**src/rtl/seq_rev_shifter_pkg.sv**
```systemverilog
// Shared types and sizing for the iterative reverse-direction shifter.
package shift_pkg;
    localparam int WIDTH = 16;
    localparam int AMT_W = 4;

    typedef enum logic [1:0] {SH_SRL, SH_SLA, SH_ROL, SH_PASS} shop_t;
    typedef enum logic [1:0] {ST_IDLE, ST_SHIFT, ST_DONE} shst_t;
endpackage

```
**src/rtl/seq_rev_shifter_step.sv**
```systemverilog
// One-bit shift step for SRL / SLA / ROL; the reserved opcode leaves the value untouched.
module shift_step #(
    parameter int WIDTH = shift_pkg::WIDTH
) (
    input  shift_pkg::shop_t   i_op,
    input  logic [WIDTH-1:0]   i_r,
    output logic [WIDTH-1:0]   o_r,
    output logic               o_step_ovf
);
    import shift_pkg::*;

    always_comb begin
        o_r        = i_r;
        o_step_ovf = 1'b0;
        case (i_op)
            SH_SRL: o_r = {1'b0, i_r[WIDTH-1:1]};
            SH_SLA: begin
                o_r        = {i_r[WIDTH-2:0], 1'b0};
                // Sign changes whenever the two top bits differ before the step.
                o_step_ovf = i_r[WIDTH-1] ^ i_r[WIDTH-2];
            end
            SH_ROL: o_r = {i_r[WIDTH-2:0], i_r[WIDTH-1]};
            default: ;
        endcase
    end
endmodule

```
**src/rtl/seq_rev_shifter.sv**
```systemverilog
// Iterative 1-bit-per-clock shifter (SRL/SLA/ROL) with valid/ready on both sides.
// Handshake: a transfer happens on an edge where valid && ready; in_ready and out_valid depend on state only.
module seq_rev_shifter #(
    parameter int WIDTH = shift_pkg::WIDTH,
    parameter int AMT_W = shift_pkg::AMT_W
) (
    input  logic             clk,
    input  logic             rst,
    input  logic             in_valid,
    output logic             in_ready,
    input  logic [1:0]       opcode,
    input  logic [WIDTH-1:0] a,
    input  logic [WIDTH-1:0] b,
    output logic             out_valid,
    input  logic             out_ready,
    output logic [WIDTH-1:0] result,
    output logic             ovf,
    output logic             zero,
    output logic [1:0]       dbg_state
);
    import shift_pkg::*;

    shst_t             r_state;
    shst_t             w_state_next;
    shop_t             r_op;
    logic [WIDTH-1:0]  r_data;
    logic [AMT_W-1:0]  r_count;
    logic              r_ovf;
    logic [WIDTH-1:0]  w_step_data;
    logic              w_step_ovf;
    logic              w_count_zero;

    shift_step #(.WIDTH(WIDTH)) u_step (
        .i_op       (r_op),
        .i_r        (r_data),
        .o_r        (w_step_data),
        .o_step_ovf (w_step_ovf)
    );

    assign w_count_zero = (r_count == '0);

    always_comb begin
        w_state_next = r_state;
        case (r_state)
            ST_IDLE:  if (in_valid) w_state_next = ST_SHIFT;
            ST_SHIFT: if (w_count_zero) w_state_next = ST_DONE;
            ST_DONE:  if (out_ready) w_state_next = ST_IDLE;
            default:  w_state_next = ST_IDLE;
        endcase
    end

    always_ff @(posedge clk) begin
        if (rst) begin
            r_state <= ST_IDLE;
            r_op    <= SH_SRL;
            r_data  <= '0;
            r_count <= '0;
            r_ovf   <= 1'b0;
        end else begin
            r_state <= w_state_next;
            case (r_state)
                ST_IDLE: if (in_valid) begin
                    r_data  <= a;
                    r_op    <= shop_t'(opcode);
                    // Reserved opcode completes immediately as a pass-through.
                    r_count <= (shop_t'(opcode) == SH_PASS) ? '0 : b[AMT_W-1:0];
                    r_ovf   <= 1'b0;
                end
                ST_SHIFT: if (!w_count_zero) begin
                    r_data  <= w_step_data;
                    r_ovf   <= r_ovf | w_step_ovf;
                    r_count <= r_count - {{(AMT_W-1){1'b0}}, 1'b1};
                end
                default: ;
            endcase
        end
    end

    assign in_ready  = (r_state == ST_IDLE);
    assign out_valid = (r_state == ST_DONE);
    assign result    = r_data;
    assign ovf       = r_ovf;
    assign zero      = (r_data == '0);
    assign dbg_state = r_state;
endmodule

```
**config.mk**
```make
export PLATFORM = sky130hd
export DESIGN_NAME = seq_rev_shifter
export DESIGN_NICKNAME = d
export VERILOG_FILES = /design/src/rtl/seq_rev_shifter_pkg.sv /design/src/rtl/seq_rev_shifter_step.sv /design/src/rtl/seq_rev_shifter.sv
export SDC_FILE = /design/constraint.sdc
export NUM_CORES = 1
export LEC_CHECK = 0
export ABC_CLOCK_PERIOD_IN_PS = 2300
export CAP_MARGIN = 10
export CORE_MARGIN = 8
export CORE_UTILIZATION = 40
export DETAILED_ROUTE_END_ITERATION = 10
export GPL_ROUTABILITY_DRIVEN = 1
export PLACE_DENSITY_LB_ADDON = 0.15
export SLEW_MARGIN = 20
export SYNTH_ARGS = -nofsm -noshare
export SYNTH_HDL_FRONTEND = slang
export SYNTH_SLANG_ARGS = --single-unit
```
**constraint.sdc**
```tcl
create_clock -name clk -period 2.3 [get_ports clk]
set_input_delay 0.575 -clock clk [delete_from_list [all_inputs] [get_ports clk]]
set_output_delay 0.575 -clock clk [all_outputs]
set_load 0.005 [all_outputs]
```
* Word level (Yosys, flattened, before mapping) *
Index checks and enable logic that the tools add are counted.

word-level totals
  word-level logic and storage cells = 43
  input bits = 38
  register bits after elaboration = 25
  output and inout port bits = 22

operators by class
  bitwise operators = 2
  muxes and demuxes = 16
  reductions and logical operators = 9
  equality and inequality tests = 10
  add/subtract/negate cells = 1

operators with widths
  operator                                              count
  case mux 16 bit (3 select lines)                      1
  two-way mux 16 bit                                    2
  case mux 16 bit (2 select lines)                      1
  zero test 16 bit                                      1
  two-way mux 4 bit                                     3
  case mux 4 bit (2 select lines)                       1
  equality test 2 bit (second input constant)           3
  two-way mux 2 bit                                     3
  != test 2 bit (second input constant)                 3
  case mux 2 bit (3 select lines)                       1
  AND reduction 3 bit                                   2
  equality test 2 x 1 -> 1 bit (second input constant)  2
  zero test 2 bit                                       2
  zero test 4 bit                                       1
  != test 4 x 1 -> 1 bit (second input constant)        1
  AND reduction 4 bit                                   1
  subtractor 4 x 1 -> 4 bit (second input constant)     1
  two-way mux 1 bit                                     3
  != test 2 x 1 -> 1 bit (second input constant)        1
  case mux 1 bit (2 select lines)                       1
  AND reduction 2 bit                                   1
  nonzero test 2 bit                                    1
  OR 1 bit                                              1
  bitwise XOR 1 bit                                     1

* Depth between registers and ports, before layout *
  word-level depth = 5
  depth in mapped cells = 7
  mapped depth without buffers = 6

* By module *
A second synthesis with hierarchy kept.

second synthesis, totals
  cell total of the unflattened synthesis = 208
  area total of the unflattened synthesis = 1,854.3 um2

by module, submodules not included
  module           seq. area each (um2)  instances  area an instance (um2)  cells each
  seq_rev_shifter  500.5                 1          1,312.5                 152
  shift_step       0.0                   1          541.8                   56

* Worst setup path before layout *
No wires, ideal clock.

  path type = input -> register
  start point = in in_valid
  end point = reg r_data[5], in the netlist result[5]
  stages on the path = 5
  data arrival time = 1,714 ps
  path slack = 469 ps
  buffers on the path = 1
  required time = 2,183 ps
  library setup time = 117 ps
  path through = nor3b_2 or4_4 nor3b_4 buf_6 a32o_1

between the ends
  longest elaborated chain between the ends = 2

ends and longest elaborated chain
  item                                  line                   text
  start: declaration                    seq_rev_shifter.sv:9   input logic in_valid,
  != test 2 bit (no source line)        --
  AND reduction 4 bit (no source line)  --
  end signal: assignment                seq_rev_shifter.sv:70  r_data <= w_step_data;
  end: declaration                      seq_rev_shifter.sv:26  logic [WIDTH-1:0] r_data;

Every way passes these cells.
A chain may end at the register's enable or synchronous reset.

* Worst setup path after layout *
  start point = reg r_state[1], in the netlist dbg_state[1]
  end point = out out_valid

between the ends
  longest elaborated chain between the ends = 1

ends and longest elaborated chain
  item                      line                   text
  start: declaration        seq_rev_shifter.sv:23  shst_t r_state;
  start signal: assignment  seq_rev_shifter.sv:60  r_state <= w_state_next;
  equality test 2 bit       seq_rev_shifter.sv:80  assign out_valid = (r_state == ST_DONE);
  end: declaration          seq_rev_shifter.sv:14  output logic out_valid,

Every way passes these cells.

==> qor.csv <==
stage,metric,value,unit
drt,Routed WL,4.16,mm
final_layout,layout cells sized above 1,11.8,%
clocking,Clock Sinks,25,
die,Die W,75.6,um
final_layout,synthesis-to-finish area growth,43.7,%
synth,#FFs+latches synth,25,
power,Leak,0.779,nW
drt,number of nets with antenna violations after routing,0,
synth,"top cells by area, synth","dfxtp_1 35%, a221o_1 7.7%, a32o_1 7.7%, nand2b_1 5.3%, ha_1 4.4%",
final_layout,fin cells,249,
power,PnR Total Power,1.62,mW
clocking,htree depth,1,
global_route,GR peak layer,met2,
min_path,Worst Hold Class,register to register,
drt,via count,1447,
drt,drt first pass iters,4,
final_layout,# diodes,0,
die,Core Footprint,0.00336,mm^2
clocking,"CTS clk-pin slew, worst paths",0.15,ns
die,Initial Util,42.3,%
sta,final setup vio count,0,
worst_setup_path,worst-path maximum fanout,9,
die,Die Ht,75.6,um
synth,"Avg Cell Area, Syn",9.35,um^2
run_status,outcome,"complete, no violations",
worst_setup_path,required time worst endpoint,1.73,ns
drt,DR vias/cell,5.81,
final_layout,final core occ,60.7,%
global_route,vias in the first global route,1459,
synth,register area share after synthesis,35.2,%
worst_setup_path,crit path DAT,1.58,ns
synth,synthesized area,0.00142,mm^2
clocking,Num CTS Buffers,3,
global_route,gr usage total,15.1,%
synth,ys flop type,dfxtp_1,
synth,Synth area leader,dfxtp_1,
sta,WHS,0.495,ns
clocking,CTS tree,done,
clocking,Clock Latency Late Sink,0.32,ns
global_route,M2 GR Usage,26.7,%
drt,DR iter-0 viols,54,
sta,Tmin final,2.15,ns
sta,Fin. Hold Viols,0,
sta,Worst Skew,0.00355,ns
sta,crit share post-route,93.6,%
synth,Syn Inst Count,152,
die,num rows,21,
global_route,first-pass GRT wire length,6.84,mm
drt,WL per Instance,16.7,um
die,IO Pins,60,
clocking,CTS max path bufs,2,
synth,"FFs w/ async S/R, synth",0,%
sta,max frequency,0.464,GHz
power,peak supply drop,0.385,mV
synth,Synth top area share,35.2,%
placed_design,DP HPWL,3.10,mm
sta,Final Max Tran Viols,0,
global_route,largest net degree at the start of global routing,36,
flow_run,maxcap violations,0,
worst_setup_path,crit path buf inv count,1,
clocking,Root Driver,clkbuf_4,
placed_design,input/output buffers,47,
placed_design,Cells after DPL,243,
synth,number of distinct library cells after synthesis,40,
sta,relative slew slack,63.5,%
global_route,grt total ovfl,0,
final_layout,"commonest non-fill, non-tap cell in the layout",clkdlybuf4s50_1,
synth,Yosys Warn Count,0,
sta,RSZ-0062 raised after global routing,false,
power,P per Cell Area,795,mW/mm^2
worst_setup_path,CP startpoint kind,register,
sta,worst slew pin tran,0.548,ns
worst_setup_path,Crit Path Class,register to primary output,
placed_design,Final GP Congestion,0.801,
worst_setup_path,CP cell instances,and2b_1 > clkdlybuf4s50_1,
synth,Syn Nets,195,
die,Die Area,0.00572,mm^2
worst_setup_path,"slowest stage delay, CP",0.57,ns
final_layout,most frequent cells in the layout,"46 x clkdlybuf4s50_1, 24 x dfxtp_1, 16 x nor2_1, 12 x nand2b_1",
global_route,initial antenna violation count,0,
worst_setup_path,family with the most delay on the worst path,flip-flops,
drt,drt drc,0,
global_route,met3 Use GR,3.42,%
worst_setup_path,Critical Path End Type,primary output,
synth,"EDFF count, synth",0,
worst_setup_path,Crit-path slowest cell,dfxtp_1,
final_layout,Layout Nets,247,
final_layout,filler cell count,319,
global_route,routing usage on met1,17.9,%
[layout make-up]
class                      count  area (um^2)  area share (%)
sequential                    25          502            24.6
clock inverter                 1         5.00           0.245
timing repair buffer          58          577            28.2
multi-input combinational    107          845            41.4
clock buffer                   3         22.5            1.10
tap                           46         57.6            2.82
inverter                       9         33.8            1.65
[layer usage]
metal  share of wire (%)  up-vias
met5                   0        -
met1                  42      710
met3                 6.2        2
li1                    -      691
met4                0.43        0
met2                  51       44
[kinds of logic after synthesis]
group,after synthesis,share of synthesized area (%)
flip-flops,25,35.2
buffers and inverters,20,6.43
AND/OR/NAND/NOR,51,23.2
AO/OA/AOI/OAI,50,30.1
adder cells (fa/ha/maj),5,4.40
multiplexers,1,0.704
[worst paths after layout]
path           startpoint         end  slack, ns  depth (start not counted)
max          dbg_state[1]   out_valid       0.15                          2
min            r_count[1]  r_count[1]       0.50                          2
max reg2reg    r_count[0]  result[10]       0.40                          7
min reg2reg    r_count[1]  r_count[1]       0.50                          2
[stage by stage]
stage / setup TNS (ns) / worst slack [ns] / area, um^2
finish: 0 / 0.147 / 2040
global route: 0 / 0.0644 / 2040
CTS: 0 / 0.144 / 2020
detailed placement: -0.666 / -0.0613 / 1970
global placement: -0.592 / -0.0535 / 1970
floorplan: 0 / 0.469 / 1420
[worst register-to-register path: cells and delay by family (launching register included)]
| kind | cells | cell delay, ns |
|---|---|---|
| DFF | 1 | 0.38 |
| adders and majority gates | 1 | 0.24 |
| AOI/OAI and AO/OA | 1 | 0.16 |
| and+or+nand+nor | 3 | 0.84 |
| buffers and inverters | 2 | 0.24 |
[where the power goes]
group          leakage [nW]  internal [mW]  total [mW]  switching [mW]
clock network        0.0177         0.0652       0.205           0.140
logic                 0.555          0.449       0.776           0.326
registers             0.206          0.523       0.642           0.118
[synthesized netlist by cell type (2+ instances only)]
cell       n
a21oi_1    7
a22o_1     4
nand2_1    3
nor4_1     2
nand2b_1  12
buf_4      2
dfxtp_1   25
clkbuf_1   7
a311oi_1   2
a221o_1   11
o21ai_1    2
a31oi_1    2
a221oi_1   5
a32o_1    11
ha_1       5
and3_1     2
nor2_1    16
nand3_1    2
nor3_1     3
inv_1      9
[sequential cells by signal (all words and copies together) (netlist names)]
| signal | count |
|---|---|
| dbg_state | 2 |
| result | 16 |
| r_count | 4 |
| ovf | 1 |
| r_op | 2 |
[repair_timing]
action                     CTS  global route
buffers inserted             1             1
gates resized for setup      4             0
setup endpoints to repair    1             2
hold buffers                 0             0
pin swaps                    1             1
No activity file was read; power rests on OpenSTA's default activity.
